--- src/rtl/temporal_pkg.sv ---
// Shared types for the temporal (race-logic) encoder: mode encoding and
// the comparison width helper used by every channel.
package temporal_pkg;

  typedef enum logic [1:0] {
    MODE_RISING  = 2'd0,
    MODE_FALLING = 2'd1,
    MODE_PULSE   = 2'd2,
    MODE_RSVD    = 2'd3
  } encoder_mode_t;

  // Wide enough for the value, the gamma time and value + pulse width without overflow.
  function automatic int unsigned cmp_width(int unsigned iw, int unsigned g, int unsigned pw);
    int unsigned w;
    int unsigned tw;
    int unsigned pwb;
    w   = iw;
    tw  = $clog2(g) + 1;
    pwb = $clog2(pw + 1);
    if (tw > w) w = tw;
    if (pwb > w) w = pwb;
    return w + 1;
  endfunction

endpackage

--- src/rtl/unary_channel.sv ---
// One encoding channel: compares the gamma time against the captured value
// and registers the resulting temporal-coded bit.
module unary_channel
  import temporal_pkg::*;
#(
  parameter int unsigned INPUT_WIDTH = 8,
  parameter int unsigned TW          = 4,
  parameter int unsigned G           = 16,
  parameter int unsigned PW          = 8
) (
  input  logic                   aclk,
  input  logic                   grst,
  input  logic                   active_i,
  input  encoder_mode_t          mode_i,
  input  logic [INPUT_WIDTH-1:0] value_i,
  input  logic [TW-1:0]          t_i,
  output logic                   unary_o
);

  localparam int unsigned CW = cmp_width(INPUT_WIDTH, G, PW);

  logic [CW-1:0] t_ext;
  logic [CW-1:0] v_ext;
  logic [CW-1:0] v_end;
  logic          hit;
  logic          unary_d;
  logic          unary_q;

  // Values >= G never match a gamma time, so "no event" falls out of the compares.
  always_comb begin
    t_ext = CW'(t_i);
    v_ext = CW'(value_i);
    v_end = v_ext + CW'(PW);
    hit   = 1'b0;
    case (mode_i)
      MODE_RISING:  hit = (t_ext >= v_ext);
      MODE_FALLING: hit = (t_ext < v_ext);
      MODE_PULSE:   hit = (t_ext >= v_ext) && (t_ext < v_end);
      default:      hit = 1'b0;
    endcase
    unary_d = active_i && hit;
  end

  always_ff @(posedge aclk or negedge grst) begin
    if (!grst) begin
      unary_q <= 1'b0;
    end else begin
      unary_q <= unary_d;
    end
  end

  assign unary_o = unary_q;

endmodule

--- src/rtl/temporal_encoder.sv ---
// Multi-channel temporal encoder: free-running gamma counter, capture
// handshake at the last gamma slot, and per-channel unary encoders.
module temporal_encoder
  import temporal_pkg::*;
#(
  parameter int unsigned NUM_CH            = 4,
  parameter int unsigned INPUT_WIDTH       = 8,
  parameter int unsigned GAMMA_CYCLE_WIDTH = 16,
  parameter int unsigned PULSE_WIDTH       = 8
) (
  input  logic                          aclk,
  input  logic                          grst,
  input  logic                          in_valid,
  output logic                          in_ready,
  input  logic [NUM_CH*INPUT_WIDTH-1:0] binary_input,
  input  logic [1:0]                    mode,
  output logic [NUM_CH-1:0]             unary_output,
  output logic                          gamma_start,
  output logic                          gamma_active
);

  localparam int unsigned     TW     = $clog2(GAMMA_CYCLE_WIDTH);
  localparam logic [TW-1:0]   T_LAST = TW'(GAMMA_CYCLE_WIDTH - 1);

  logic [TW-1:0]                 t_q, t_d;
  logic                          armed_q;
  logic                          active_q, active_d;
  logic                          start_q, start_d;
  encoder_mode_t                 mode_q, mode_d;
  logic [NUM_CH*INPUT_WIDTH-1:0] val_q, val_d;
  logic                          capture;

  assign in_ready = (t_q == T_LAST);

  // armed_q blocks capture on the first edge after reset, so that gamma is always idle.
  always_comb begin
    capture  = in_valid && in_ready && armed_q;
    t_d      = in_ready ? '0 : t_q + TW'(1);
    start_d  = in_ready;
    val_d    = val_q;
    mode_d   = mode_q;
    active_d = active_q;
    if (capture) begin
      val_d    = binary_input;
      mode_d   = encoder_mode_t'(mode);
      active_d = 1'b1;
    end else if (in_ready) begin
      active_d = 1'b0;
    end
  end

  always_ff @(posedge aclk or negedge grst) begin
    if (!grst) begin
      t_q      <= T_LAST;
      armed_q  <= 1'b0;
      active_q <= 1'b0;
      start_q  <= 1'b0;
      mode_q   <= MODE_RISING;
      val_q    <= '0;
    end else begin
      t_q      <= t_d;
      armed_q  <= 1'b1;
      active_q <= active_d;
      start_q  <= start_d;
      mode_q   <= mode_d;
      val_q    <= val_d;
    end
  end

  assign gamma_start  = start_q;
  assign gamma_active = active_q;

  // Channels register f(next value, next time) so each output lines up with its gamma time.
  for (genvar c = 0; c < NUM_CH; c++) begin : g_ch
    unary_channel #(
      .INPUT_WIDTH (INPUT_WIDTH),
      .TW          (TW),
      .G           (GAMMA_CYCLE_WIDTH),
      .PW          (PULSE_WIDTH)
    ) u_ch (
      .aclk     (aclk),
      .grst     (grst),
      .active_i (active_d),
      .mode_i   (mode_d),
      .value_i  (val_d[c*INPUT_WIDTH +: INPUT_WIDTH]),
      .t_i      (t_d),
      .unary_o  (unary_output[c])
    );
  end

endmodule

--- config.mk ---
export PLATFORM = sky130hd
export DESIGN_NAME = temporal_encoder
export DESIGN_NICKNAME = d
export VERILOG_FILES = /design/src/rtl/temporal_pkg.sv /design/src/rtl/unary_channel.sv /design/src/rtl/temporal_encoder.sv
export SDC_FILE = /design/constraint.sdc
export NUM_CORES = 1
export LEC_CHECK = 0
export BUFFER_PORTS_ARGS = -buffer_cell sky130_fd_sc_hd__buf_2
export CORE_MARGIN = 5
export CORE_UTILIZATION = 39
export CTS_BUF_LIST = sky130_fd_sc_hd__clkbuf_2 sky130_fd_sc_hd__clkbuf_4 sky130_fd_sc_hd__clkbuf_8
export CTS_CLUSTER_DIAMETER = 30
export CTS_CLUSTER_SIZE = 12
export DETAILED_ROUTE_END_ITERATION = 16
export GPL_TIMING_DRIVEN = 0
export SLEW_MARGIN = 30
export SYNTH_ARGS = -nofsm -noshare
export SYNTH_HDL_FRONTEND = slang
export SYNTH_SLANG_ARGS = --single-unit
--- constraint.sdc ---
create_clock -name aclk -period 6.6 [get_ports aclk]
set_input_delay 0.66 -clock aclk [delete_from_list [all_inputs] [get_ports aclk]]
set_output_delay 0.66 -clock aclk [all_outputs]
set_load 0.02 [all_outputs]
### After elaboration in Yosys (flattened, before gate mapping)

Index checks and enable logic that the tools add are counted.

| word-level totals | value |
|---|---|
| bits in registers | 45 |
| bits of input ports | 37 |
| output and inout port bits | 7 |
| logic and storage cells | 50 |

| cells by class | value |
|---|---|
| add/sub/neg operators | 5 |
| order comparisons | 12 |
| eq/ne operators | 3 |
| muxes and demuxes | 9 |
| reduce and logical (&&, ||, !) cells | 11 |

Operators by type and width:

| operator | number |
|---|---|
| 8-bit by 4-bit adder with 9-bit output, second input constant | 4 |
| 4-bit by 9-bit less-than comparator with 1-bit output | 4 |
| 4-bit by 8-bit greater-or-equal comparator with 1-bit output | 4 |
| 4-bit by 8-bit less-than comparator with 1-bit output | 4 |
| 32-bit 2-to-1 mux | 1 |
| 1-bit one-hot mux with 3 select lines | 4 |
| 1-bit logical AND | 10 |
| 4-bit by 1-bit adder with 4-bit output, second input constant | 1 |
| 4-bit equality test, second input constant | 1 |
| 4-bit 2-to-1 mux | 1 |
| 2-bit by 1-bit equality test with 1-bit output, second input constant | 1 |
| 2-bit equality test, second input constant | 1 |
| 2-bit logical NOT | 1 |
| 1-bit 2-to-1 mux | 2 |
| 2-bit 2-to-1 mux | 1 |

### Longest topological paths before layout

Gate-level depths: netlist of run 1.

| logic depth | value |
|---|---|
| word-level depth | 9 |
| depth in mapped cells | 12 |
| gate-level depth less buffers | 11 |

### Hierarchy

Synthesis of run 1 repeated with hierarchy kept, for this count alone.

| second synthesis, totals | value |
|---|---|
| cell total of the unflattened synthesis | 212 |
| area, all modules | 2675.1 um2 |

Modules (own cells, without submodules):

| module | times used | cells an instance | area each (um2) | sequential area each (um2) |
|---|---|---|---|---|
| temporal_encoder | 1 | 92 | 1689.1 | 1031.0 |
| unary_channel | 4 | 30 | 246.5 | 25.0 |

### Worst setup path after synthesis of run 1

Ideal clock, no wire load.

| timing | value |
|---|---|
| kind | register to register |
| start | reg t_q[0] |
| end | reg g_ch[3].u_ch.unary_q |
| setup time | 140 ps |
| arrival | 2735 ps |
| required time | 6460 ps |
| path slack | 3724 ps |
| cell stages (with the launch flop) | 13 |
| path buffers | 2 |
| period minus slack after synthesis | 2876 ps |
| cell sequence | dfstp_2 ha_1 nand3_4 nor2_8 buf_8 buf_2 mux2_2 ha_1 nor2b_1 o21ai_0 a21o_1 a2111oi_0 nor4_1 |

| on the way | value |
|---|---|
| cells in the longest elaborated chain, start to end | 9 |
| elaborated cells on any way between the ends | 19 |
| those cells by class | add/sub (2); order compare (3); eq/ne (3); mux (6); reduce/logical (5) |

RTL lines:

| element | RTL line | RTL |
|---|---|---|
| from (decl) | temporal_encoder.sv:25 | `logic [TW-1:0] t_q, t_d;` |
| from (signal assigned) | temporal_encoder.sv:61 | `t_q <= t_d;` |
| 4-bit equality test | temporal_encoder.sv:33 | `assign in_ready = (t_q == T_LAST);` |
| 1-bit logical AND (2 in a row) | temporal_encoder.sv:37 | `capture = in_valid && in_ready && armed_q;` |
| 32-bit 2-to-1 mux | temporal_encoder.sv:43 | `if (capture) begin` |
| 8-bit by 4-bit adder with 9-bit output | unary_channel.sv:33 | `v_end = v_ext + CW'(PW);` |
| net g_ch[3].u_ch.v_end[0] | unary_channel.sv:24 | `logic [CW-1:0] v_end;` |
| 4-bit by 9-bit less-than comparator with 1-bit output | unary_channel.sv:38 | `MODE_PULSE: hit = (t_ext >= v_ext) && (t_ext < v_end);` |
| 1-bit logical AND | unary_channel.sv:38 |  |
| 1-bit one-hot mux with 3 select lines | unary_channel.sv:35 | `case (mode_i)` |
| 1-bit logical AND | unary_channel.sv:41 | `unary_d = active_i && hit;` |
| net g_ch[3].u_ch.unary_d | unary_channel.sv:26 | `logic unary_d;` |
| to (signal assigned) | unary_channel.sv:48 | `unary_q <= unary_d;` |
| to (decl) | unary_channel.sv:27 | `logic unary_q;` |

The timed path passes the listed nets, and every way through them passes these cells.

### Worst setup path after layout of run 1

| timing | value |
|---|---|
| start | reg t_q[0] |
| end | reg g_ch[1].u_ch.unary_q |

| on the way | value |
|---|---|
| cells in the longest elaborated chain, start to end | 9 |
| elaborated cells on any way between the ends | 19 |
| those cells by class | add/sub (2); order compare (3); eq/ne (3); mux (6); reduce/logical (5) |

RTL lines:

| element | RTL line | RTL |
|---|---|---|
| 4-bit equality test * | temporal_encoder.sv:33 |  |
| 1-bit logical AND * (2 in a row) | temporal_encoder.sv:37 |  |
| 32-bit 2-to-1 mux * | temporal_encoder.sv:43 |  |
| net g_ch[1].u_ch.value_i[3] | unary_channel.sv:15 | `input logic [INPUT_WIDTH-1:0] value_i,` |
| 8-bit by 4-bit adder with 9-bit output | unary_channel.sv:33 |  |
| 4-bit by 9-bit less-than comparator with 1-bit output | unary_channel.sv:38 |  |
| 1-bit logical AND | unary_channel.sv:38 |  |
| 1-bit one-hot mux with 3 select lines * | unary_channel.sv:35 |  |
| 1-bit logical AND * | unary_channel.sv:41 |  |
| net g_ch[1].u_ch.unary_d | unary_channel.sv:26 |  |
| to (signal assigned) | unary_channel.sv:48 |  |
| to (decl) | unary_channel.sv:27 |  |

The timed path passes the listed nets; every way through them passes the cells marked *.

==> summary.md, run 1 <==
| Metric | Value |
|---|---|
| Synth area leaders | `dfrtp_1 41%, ha_1 12%, mux2_2 11%, mux2i_1 4.4%, dfstp_2 4.2%` |
| Total leakage power | `1.46 nW` |
| Die Y | `90.1 um` |
| Seq/Total Area, Yosys | `0.452` |
| Synth Register Bits | `45` |
| Post-DP Area | `2820 um^2` |
| First-pass GRT wire length | `8.65 mm` |
| CTS Sinks | `45` |
| Net Switching | `0.000151 W` |
| Setup ws final | `3.38 ns` |
| Max Cap Viol | `0` |
| Mapped Avg Cell Area | `11.5 um^2` |
| Slew @ Worst Pin | `0.797 ns` |
| Top cells by count, synth | `41 x dfrtp_1, 25 x mux2_2, 24 x ha_1` |
| Sequential power share | `0.492` |
| Gr usage total | `0.131` |
| Setup tns final | `0 ns` |
| TritonCTS clock tree | `yes` |
| Post-cts sizing count | `0` |
| CTS root buffer | `clkbuf_8` |
| WL final | `5.27 mm` |
| Largest net degree at the start of global routing | `46` |
| Min-delay worst type | `input pin to asynchronous set/reset pin` |
| Slew margin rel. | `0.465` |
| Final setup fails | `0` |
| Cell area after synthesis | `2500 um^2` |
| Core area | `6310 um^2` |
| Mapped Cells | `217` |
| CP arrival | `3.39 ns` |
| Area fraction in and, or, nand and nor cells after synthesis | `0.109` |
| Yosys cell types | `41` |
| Synth Net Count | `278` |
| Vias per cell | `5.10` |
| Min cycle time layout | `3.22 ns` |
| Critical Path Start Type | `flop` |
| 1st-pass router iterations | `4` |
| Mux share of post-synthesis cell area | `0.156` |
| Synth-to-layout area growth | `17.3%` |
| Reg clk slew, reported paths | `0.10 ns` |
| I/O pin count | `44` |
| Worst Setup End Kind | `flop` |
| Routed length per placed instance | `15.3 um` |
| Post-Place Setup Slack | `3.39 ns` |
| Die Wd | `90.1 um` |
| Cell Rows | `29` |
| CTS H-Tree Depth | `2` |
| Inserted Clock Buffers | `5` |
| Vias in the first global route | `1,794` |
| Initial antenna violation count | `0` |
| Most common cell in the netlist | `dfrtp_1` |
| CP Class | `flop to flop` |
| Synth Area in Compound Gates | `0.0979` |
| Clock Power Share | `0.358` |
| Top FF cell, synth | `dfrtp_1` |
| Initial Util | `0.397` |
| Clock latency at the later pin of the worst-skew pair | `0.30 ns` |
| Final GP Congestion | `0.804` |
| Clock Path Buffers | `2` |
| # hold bufs at CTS | `0` |
| Final hold vios | `0` |
| Share of the synthesized area in the top cell type | `0.410` |
| Initial DRC Count | `55` |
| Status | `finished, final reports clean` |
| Area leader, netlist | `dfrtp_1` |
| Logic pwr share | `0.151` |
| Worst hold margin | `0.348 ns` |
| GRT busiest layer | `met2` |
| Synth Warn # | `0` |
| DPL Wire Length | `4.01 mm` |
| RSZ-0062 raised after global routing | `no` |
| Req. time, crit path | `6.77 ns` |
| Cell area after layout | `2940 um^2` |
| Met2 Track Usage GR | `0.215` |
| Share of cells above drive strength 1 | `0.340` |
| CP Max Fanout | `10` |
| Internal power | `0.000468 W` |
| Final Max Tran Viols | `0` |
| Antenna viol nets, final | `0` |
| Peak VDD IR | `0.000138 V` |
| Main combinational cell family by area after synthesis | `multiplexers` |
| Crit share post-route | `0.489` |
| Sw frac | `0.243` |
| Synth Area in Adders | `0.120` |
| Post CTS Setup Buffer Count | `0` |
| # DRC | `0` |
| Via count | `1,760` |
| Die Area | `8130 um^2` |
| Remaining Overflow, GRT | `0` |
| Post-synth EDFFs | `0` |
| Clk_skew | `0.0164 ns` |
| I/O Buffers | `43` |
| Routing usage on met1 | `0.179` |
| Async SR Flop Fraction | `1.00` |
| Nets | `328` |
| Antenna cells | `0` |
| Cell Pwr Density | `210 nW/um^2` |
| Xor and xnor area share after synthesis | `0.00350` |
| Met3 GRT Util | `0.0242` |
| Max Fclk | `310 MHz` |
## routing by layer
metal / vias up / wire (um)
li1: 871 / -
met1: 845 / 2480
met2: 39 / 2530
met3: 5 / 220
met4: 0 / 36
met5: - / 0
## logic make-up after synthesis
| kind of cell | after synthesis |
|---|---|
| simple gates | 42 |
| xor+xnor | 1 |
| flops | 45 |
| fa+ha+maj | 24 |
| buf+inv | 31 |
| compound gates | 37 |
| mux | 36 |
| other cells | 1 |
## flip-flops by register name (all words and copies together), names as in the netlist
name,count
gamma_start,1
mode_q,2
t_q,4
val_q,32
gamma_active,1
g_ch.u_ch.unary_o,4
armed_q,1
## power groups by stage
| stage | Clock (W) | Combinational (W) | Sequential [W] |
|---|---|---|---|
| after floorplan | 0 | 0.0000609 | 0.000307 |
| after global placement | 0 | 0.0000920 | 0.000309 |
| after detailed placement | 0 | 0.0000943 | 0.000310 |
| after CTS | 0.000230 | 0.0000949 | 0.000304 |
| after global routing | 0.000241 | 0.000106 | 0.000307 |
| final | 0.000221 | 0.0000932 | 0.000304 |
## stage by stage
step | std cells | power, W | util
2_1_floorplan | 217 | 0.000368 | -
6_report | 345 | 0.000619 | 0.466
5_1_grt | 345 | 0.000654 | 0.466
3_3_place_gp | 337 | 0.000401 | 0.446
4_1_cts | 345 | 0.000629 | 0.466
3_5_place_dp | 337 | 0.000404 | 0.446
## cell type report
class,count,area (um^2)
Buffer,8,65.1
Clock buffer,7,90.1
Clock inverter,1,30.0
Fill cell,612,3370
Inverter,23,86.3
Multi-Input combinational cell,141,1220
Sequential cell,45,1130
Tap cell,77,96.3
Timing Repair Buffer,43,218
## worst max-delay path, cell delays in order (launching register included)
cell	delay, ns
dfstp_2	0.56
ha_1	0.25
nand3_4	0.15
nor2_8	0.19
buf_8	0.16
buf_4	0.23
mux2_2	0.40
ha_1	0.32
nor2b_1	0.16
o21ai_0	0.13
nand3_1	0.11
a21oi_1	0.07
nor4_1	0.35
## layout by cell type (no fill, tap or decap), types with 2 or more instances in the layout
cell / count
buf_2: 43
dfrtp_1: 41
mux2_2: 25
ha_1: 24
inv_1: 23
mux2i_1: 11
a21oi_1: 8
o21ai_0: 8
buf_4: 7
nor4_1: 7
nand2_1: 6
nand3_1: 6
clkbuf_8: 6
nor2b_1: 4
dfstp_2: 4
a21o_1: 3
o211ai_1: 3
nand4_1: 3
a2111oi_0: 3
nor2_1: 3
o21a_1: 2
o21bai_1: 2
or4_1: 2
and3_1: 2
nand3b_1: 2
## worst paths after layout
path | start | to | slack [ns] | cells past startpoint
max in group asynchronous | grst | val_q[27]$_DFF_PN0_ | 5.85 | 1
min in group aclk | val_q[9]$_DFF_PN0_ | val_q[9]$_DFF_PN0_ | 0.50 | 2
worst max register to register | t_q[0]$_DFF_PN1_ | g_ch[1].u_ch.unary_o$_DFF_PN0_ | 3.38 | 12
worst min-delay path | grst | val_q[7]$_DFF_PN0_ | 0.35 | 1
worst max-delay path | t_q[0]$_DFF_PN1_ | g_ch[1].u_ch.unary_o$_DFF_PN0_ | 3.38 | 12
worst min register to register | val_q[9]$_DFF_PN0_ | val_q[9]$_DFF_PN0_ | 0.50 | 2
No activity file was read; power rests on OpenSTA's default activity.
==> run 2, diff against run 1 <==
clock period = 2.7 ns   (was 6.6 ns; I/O delays follow)
==> summary.md, run 2 (synthesis results as in run 1) <==
| Metric | Value |
|---|---|
| Status | `finished with violations (was finished, final reports clean)` |
| Failing checks | `setup timing` |
| Power Total | `0.00150 W (was 0.000619 W)` |
| Most common cell after layout, fill and taps aside | `buf_2 (unchanged)` |
| Reg clk slew, reported paths | `0.10 ns (about the same)` |
| Hold Path Depth | `2` |
| CP Class | `flop to flop (unchanged)` |
| Max Fclk | `368 MHz (was 310 MHz)` |
| Critical Path Start Type | `flop (unchanged)` |
| Largest net degree at the start of global routing | `46 (unchanged)` |
| Remaining Overflow, GRT | `0 (unchanged)` |
| Vias in the first global route | `2,060 (was 1,794)` |
| CP Max Fanout | `8 (was 10)` |
| Nets | `349 (was 328)` |
| Final Max Tran Viols | `0 (unchanged)` |
| Initial DRC Count | `67 (was 55)` |
| CTS Sinks | `45 (unchanged)` |
| # DRC | `0 (unchanged)` |
| Clock Power Share | `0.292 (was 0.358)` |
| Cell Pwr Density | `433 nW/um^2 (was 210 nW/um^2)` |
| Min-delay worst type | `input pin to flop (was input pin to asynchronous set/reset pin)` |
| Post-DP Area | `2840 um^2 (was 2820 um^2)` |
| I/O Buffers | `43 (unchanged)` |
| Antenna cells | `0 (unchanged)` |
| Hold_sp | `binary_input[29]` |
| DPL Wire Length | `3.99 mm (was 4.01 mm)` |
| R2r setup slk | `-0.02 ns (was 3.38 ns)` |
| Clk_skew | `0.0123 ns (was 0.0164 ns)` |
| Max Cap Viol | `0 (unchanged)` |
| RSZ-0062 raised after global routing | `yes (was no)` |
| Vias per cell | `5.20 (was 5.10)` |
| Clock Path Buffers | `2 (unchanged)` |
| Synth-to-layout area growth | `38.7% (was 17.3%)` |
| Req. time, crit path | `2.94 ns (was 6.77 ns)` |
| Sw frac | `0.290 (was 0.243)` |
| Total leakage power | `1.62 nW (was 1.46 nW)` |
| Routed length per placed instance | `16.3 um (was 15.3 um)` |
| Gr usage total | `0.144 (was 0.131)` |
| I/O pin count | `44 (unchanged)` |
| Worst flop-to-flop path endpoint | `g_ch[2].u_ch.unary_o$_DFF_PN0_ (was g_ch[1].u_ch.unary_o$_DFF_PN0_)` |
| Clock latency at the later pin of the worst-skew pair | `0.30 ns (about the same)` |
| TritonCTS clock tree | `yes (unchanged)` |
| Core area | `6310 um^2 (unchanged)` |
| Net Switching | `0.000437 W (was 0.000151 W)` |
| Reg-to-Reg Start | `t_q[0]$_DFF_PN1_ (unchanged)` |
| Initial Util | `0.397 (unchanged)` |
| WL final | `5.97 mm (was 5.27 mm)` |
| CP arrival | `2.95 ns (was 3.39 ns)` |
| Final setup fails | `1 (was 0)` |
| Biggest register | `val_q (unchanged)` |
| Share of cells above drive strength 1 | `0.529 (was 0.340)` |
| Internal power | `0.00107 W (was 0.000468 W)` |
| Die Y | `90.1 um (unchanged)` |
| CTS root buffer | `clkbuf_8 (unchanged)` |
| Crit share post-route | `1.01 (was 0.489)` |
| Initial antenna violation count | `0 (unchanged)` |
| Setup ws final | `-0.0165 ns (was 3.38 ns)` |
| Peak VDD IR | `0.000295 V (was 0.000138 V)` |
| Antenna viol nets, final | `0 (unchanged)` |
| Final hold vios | `0 (unchanged)` |
| Slew margin rel. | `0.453 (was 0.465)` |
| Final GP Congestion | `0.805 (was 0.804)` |
| Via count | `1,904 (was 1,760)` |
| Cell Rows | `29 (unchanged)` |
| Cell area after layout | `3470 um^2 (was 2940 um^2)` |
| Max reg flops | `32 (unchanged)` |
| Fill cell count | `554 (was 612)` |
| Worst Setup End Kind | `flop (unchanged)` |
| Most frequent cells in the layout | `42 x buf_2, 41 x dfrtp_1, 24 x buf_4 (was 43 x buf_2, 41 x dfrtp_1, 25 x mux2_2)` |
| Min cycle time layout | `2.72 ns (was 3.22 ns)` |
| Hold Path End | `val_q[29]$_DFF_PN0_` |
| Logic pwr share | `0.210 (was 0.151)` |
| Die Area | `8130 um^2 (unchanged)` |
| Sequential power share | `0.497 (was 0.492)` |
| CTS H-Tree Depth | `2 (unchanged)` |
| Die Wd | `90.1 um (unchanged)` |
| First-pass GRT wire length | `9.65 mm (was 8.65 mm)` |
| Slew @ Worst Pin | `0.821 ns (was 0.797 ns)` |
| Inserted Clock Buffers | `5 (unchanged)` |
| Register-to-Register Path Depth | `13 (was 12)` |
| 1st-pass router iterations | `4 (unchanged)` |
## run 2: cell types whose count changed in the layout (fill, tap and decap cells not counted), sizes merged
cell / before / now
buf: 51 / 71
clkinv: 0 / 3
clkbuf: 7 / 5
bufinv: 1 / 0
dlygate4sd3: 0 / 1
## run 2: critical path, cell delays in order (launching register included)
cell and delay [ns]:
dfstp_2 0.56, ha_4 0.15, nand3_4 0.10, nor2_8 0.11, buf_8 0.15, buf_12 0.15, buf_6 0.11, mux2i_4 0.25
ha_4 0.23, nand3b_1 0.11, nand2_1 0.07, a21o_1 0.16, a221o_1 0.32, o2bb2ai_2 0.15
## run 2: how the worst max path moves through the flow
stage                                 from                             end  slack, ns  depth (start not counted)
after detailed placement  t_q[0]$_DFF_PN1_  g_ch[1].u_ch.unary_o$_DFF_PN0_      -0.37                         12
after global routing      t_q[0]$_DFF_PN1_  g_ch[0].u_ch.unary_o$_DFF_PN0_      -0.13                         12
after floorplan           t_q[0]$_DFF_PN1_  g_ch[3].u_ch.unary_o$_DFF_PN0_       0.01                         12
after CTS                 t_q[1]$_DFF_PN1_  g_ch[1].u_ch.unary_o$_DFF_PN0_      -0.02                         12
final                     t_q[0]$_DFF_PN1_  g_ch[2].u_ch.unary_o$_DFF_PN0_      -0.02                         13
after global placement    t_q[0]$_DFF_PN1_  g_ch[1].u_ch.unary_o$_DFF_PN0_      -0.35                         12
## run 2: what timing repair did
| action | 4_1_cts | 5_1_grt |
|---|---|---|
| gates resized for setup | 37 | 39 |
| setup buffers | 16 | 4 |
| pin swaps | 8 | 18 |
| setup endpoints to repair | 4 | 4 |
| hold buffers | 1 | 0 |
| hold endpoints to repair | 41 | 0 |
## run 2: routing by layer
metal  track usage  part of all wire  wire length [um]  up-vias
li1              -                 -                 -      931
met1         0.193              0.45              2710      933
met2         0.241              0.50              3000       32
met3        0.0250             0.030               177        8
met4        0.0335             0.014                82        0
met5             0                 0                 0        -
## run 2: layout make-up
class	instances	area (um^2)	share of cell area
buffer	8	100	0.0288
clock buffer	5	68.8	0.0198
clock inverter	3	22.5	0.00648
inverter	23	86.3	0.0248
multi-input combinational	141	1590	0.457
sequential	45	1130	0.326
tap	77	96.3	0.0277
timing repair buffer	64	382	0.110
## run 2: stage by stage
step,hold WS (ns),setup WS (ns),instances,setup TNS [ns],util
detailed placement,0.316,-0.367,337,-1.29,0.450
global route,0.206,-0.135,366,-0.394,0.550
finish,0.209,-0.0165,366,-0.0165,0.550
CTS,0.202,-0.0213,362,-0.0431,0.510
floorplan,-0.0256,0.0111,217,0,-
global placement,0.479,-0.346,337,-1.14,0.449
## run 2: power groups by stage
stage / Combinational (W) / Clock (W) / Sequential [W]
after floorplan: 0.000150 / 0 / 0.000751
after global placement: 0.000225 / 0 / 0.000755
after detailed placement: 0.000232 / 0 / 0.000756
after CTS: 0.000268 / 0.000451 / 0.000746
after global routing: 0.000353 / 0.000481 / 0.000754
final: 0.000317 / 0.000440 / 0.000748
==> run 3, diff against run 2 <==
CTS_BUF_LIST = sky130_fd_sc_hd__clkbuf_4   (was sky130_fd_sc_hd__clkbuf_2 sky130_fd_sc_hd__clkbuf_4 sky130_fd_sc_hd__clkbuf_8)
==> summary.md, run 3 (synthesis results as in run 1) <==
| Metric | Value |
|---|---|
| Total leakage power | `1.57 nW (was 1.62 nW)` |
| Post-Place Setup Slack | `-0.367 ns (unchanged)` |
| DPL Wire Length | `3.99 mm (unchanged)` |
| Share of cells above drive strength 1 | `0.491 (was 0.529)` |
| Gr usage total | `0.145 (was 0.144)` |
| Req. time, crit path | `2.97 ns (was 2.94 ns)` |
| Max Fclk | `368 MHz (about the same)` |
| Max Cap Viol | `0 (unchanged)` |
| Power Total | `0.00137 W (was 0.00150 W)` |
| Post-Place Cells | `337 (unchanged)` |
| Die Wd | `90.1 um (unchanged)` |
| WL final | `5.61 mm (was 5.97 mm)` |
| Die Area | `8130 um^2 (unchanged)` |
| Crit share post-route | `1.01 (about the same)` |
| Die Y | `90.1 um (unchanged)` |
| Critical Path Start Type | `flop (unchanged)` |
| Initial antenna violation count | `0 (unchanged)` |
| Remaining Overflow, GRT | `0 (unchanged)` |
| 1st-pass router iterations | `4 (unchanged)` |
| I/O Buffers | `43 (unchanged)` |
| First-pass GRT wire length | `9.62 mm (was 9.65 mm)` |
| Most common cell after layout, fill and taps aside | `buf_2 (unchanged)` |
| Vias in the first global route | `2,054 (was 2,060)` |
| Clock latency at the later pin of the worst-skew pair | `0.37 ns (was 0.30 ns)` |
| Reg clk slew, reported paths | `0.15 ns (was 0.10 ns)` |
| Inserted Clock Buffers | `5 (unchanged)` |
| Min cycle time layout | `2.72 ns (about the same)` |
| Min-delay worst type | `input pin to flop (unchanged)` |
| R2r setup slk | `-0.02 ns (about the same)` |
| Peak VDD IR | `0.000219 V (was 0.000295 V)` |
| Critical Path Most Common Cell | `ha_4 (unchanged)` |
| Routed length per placed instance | `15.4 um (was 16.3 um)` |
| Synth-to-layout area growth | `32.9% (was 38.7%)` |
| Final Max Tran Viols | `0 (unchanged)` |
| Cell Pwr Density | `413 nW/um^2 (was 433 nW/um^2)` |
| Final setup fails | `1 (unchanged)` |
| Largest net degree at the start of global routing | `46 (unchanged)` |
| Met3 GRT Util | `0.0367 (was 0.0250)` |
| Routing usage on met1 | `0.189 (was 0.193)` |
| Clock Path Buffers | `2 (unchanged)` |
| Initial Util | `0.397 (unchanged)` |
| I/O pin count | `44 (unchanged)` |
| Core area | `6310 um^2 (unchanged)` |
| Final GP Congestion | `0.805 (unchanged)` |
| Biggest register | `val_q (unchanged)` |
| Setup ws final | `-0.0183 ns (was -0.0165 ns)` |
| Fill cell count | `575 (was 554)` |
| Crit-path cells | `ha_4 > nand3_4 > nor2_8 > buf_8 > buf_12 > mux2i_4 > ha_4 > nor2b_1 > o21a_1 > o21ai_2 > a2111oi_2 > nor4_2 (was ha_4 > nand3_4 > nor2_8 > buf_8 > buf_12 > buf_6 > mux2i_4 > ha_4 > nand3b_1 > nand2_1 > a21o_1 > a221o_1 > o2bb2ai_2)` |
| Slew margin rel. | `0.544 (was 0.453)` |
| Worst hold margin | `0.137 ns (was 0.209 ns)` |
| GRT busiest layer | `met2 (unchanged)` |
| Most frequent cells in the layout | `42 x buf_2, 41 x dfrtp_1, 21 x inv_1, 21 x buf_4, 20 x mux2_2 (was 42 x buf_2, 41 x dfrtp_1, 24 x buf_4)` |
| CP Class | `flop to flop (unchanged)` |
| Status | `finished with violations (unchanged)` |
| Cell Rows | `29 (unchanged)` |
| Via count | `1,883 (was 1,904)` |
| RSZ-0062 raised after global routing | `yes (unchanged)` |
| Max reg flops | `32 (unchanged)` |
| Worst Setup End Kind | `flop (unchanged)` |
| Clk_skew | `0.0201 ns (was 0.0123 ns)` |
| CP Max Fanout | `8 (unchanged)` |
| Failing checks | `setup timing (unchanged)` |
| Antenna cells | `0 (unchanged)` |
| Slew @ Worst Pin | `0.684 ns (was 0.821 ns)` |
| Antenna viol nets, final | `0 (unchanged)` |
| # DRC | `0 (unchanged)` |
| Crit-path max cell delay | `0.58 ns (was 0.56 ns)` |
| Nets | `347 (was 349)` |
| Non-Filler Instances | `364 (was 366)` |
| TritonCTS clock tree | `yes (unchanged)` |
| Initial DRC Count | `71 (was 67)` |
| CTS Sinks | `45 (unchanged)` |
| CTS root buffer | `clkbuf_4 (was clkbuf_8)` |
| Final hold vios | `0 (unchanged)` |
| Slowest cell on crit path | `dfstp_2 (unchanged)` |
| Vias per cell | `5.17 (was 5.20)` |
| Met2 Track Usage GR | `0.235 (was 0.241)` |
| CP arrival | `2.98 ns (was 2.95 ns)` |
| CTS H-Tree Depth | `2 (unchanged)` |
==> run 3: cell types whose count changed in the layout (fill, tap and decap cells not counted), sizes merged <==
| cell | change |
|---|---|
| buf | -2 |
| clkinvlp | +1 |
| inv | -1 |
==> run 3: critical path, delay by kind of cell (launching register included) <==
| kind | cells | cell delay (ns) |
|---|---|---|
| and+or+nand+nor | 4 | 0.66 |
| DFF | 1 | 0.58 |
| AOI/OAI and AO/OA | 3 | 0.40 |
| adders and majority gates | 2 | 0.37 |
| buffers and inverters | 2 | 0.31 |
| muxes | 1 | 0.27 |
==> run 3: power breakdown <==
part	internal, W	switching [W]	total, W
Sequential	0.000724	0.0000230	0.000747
Clock	0.000104	0.000237	0.000341
Combinational	0.000145	0.000142	0.000287
Total	0.000972	0.000402	0.00137
==> run 3: stage by stage <==
step                 util  TNS (ns)  area [um^2]
finish              0.527   -0.0183         3330
detailed placement  0.450     -1.29         2840
CTS                 0.507   -0.0847         3200
global placement    0.449     -1.14         2840
floorplan               -         0         2520
global route        0.527    -0.406         3330
==> run 3: per-layer routing <==
metal  up-vias  share of wire  wire length (um)
li1        925              -                 -
met5         -              0                 0
met4         0          0.016                87
met1       912           0.45              2550
met2        38           0.49              2750
met3         8          0.040               222
==> run 3: final cells by class <==
class	count	area [um^2]	share of cell area
clock buffer	5	37.5	0.0113
tap	77	96.3	0.0289
sequential	45	1130	0.340
clock inverter	3	22.5	0.00677
timing repair buffer	62	379	0.114
multi-input combinational	141	1470	0.442
buffer	8	100	0.0301
inverter	23	90.1	0.0271
==> run 3: final timing paths <==
| check | cells after the start | startpoint | endpoint |
|---|---|---|---|
| max in group asynchronous | 2 | grst | val_q[3]$_DFF_PN0_ |
| min | 2 | binary_input[15] | val_q[15]$_DFF_PN0_ |
| max | 12 | t_q[0]$_DFF_PN1_ | g_ch[1].u_ch.unary_o$_DFF_PN0_ |
| min in group asynchronous | 2 | grst | val_q[19]$_DFF_PN0_ |
| min reg2reg | 1 | val_q[13]$_DFF_PN0_ | val_q[13]$_DFF_PN0_ |
| max reg2reg | 12 | t_q[0]$_DFF_PN1_ | g_ch[1].u_ch.unary_o$_DFF_PN0_ |
==> run 3: what timing repair did <==
action	in CTS	in global routing
hold buffers	1	0
hold endpoints to repair	41	0
pin swaps	10	17
cloned	0	0
setup buffers	15	3
resized for setup	39	18
setup endpoints to repair	4	4
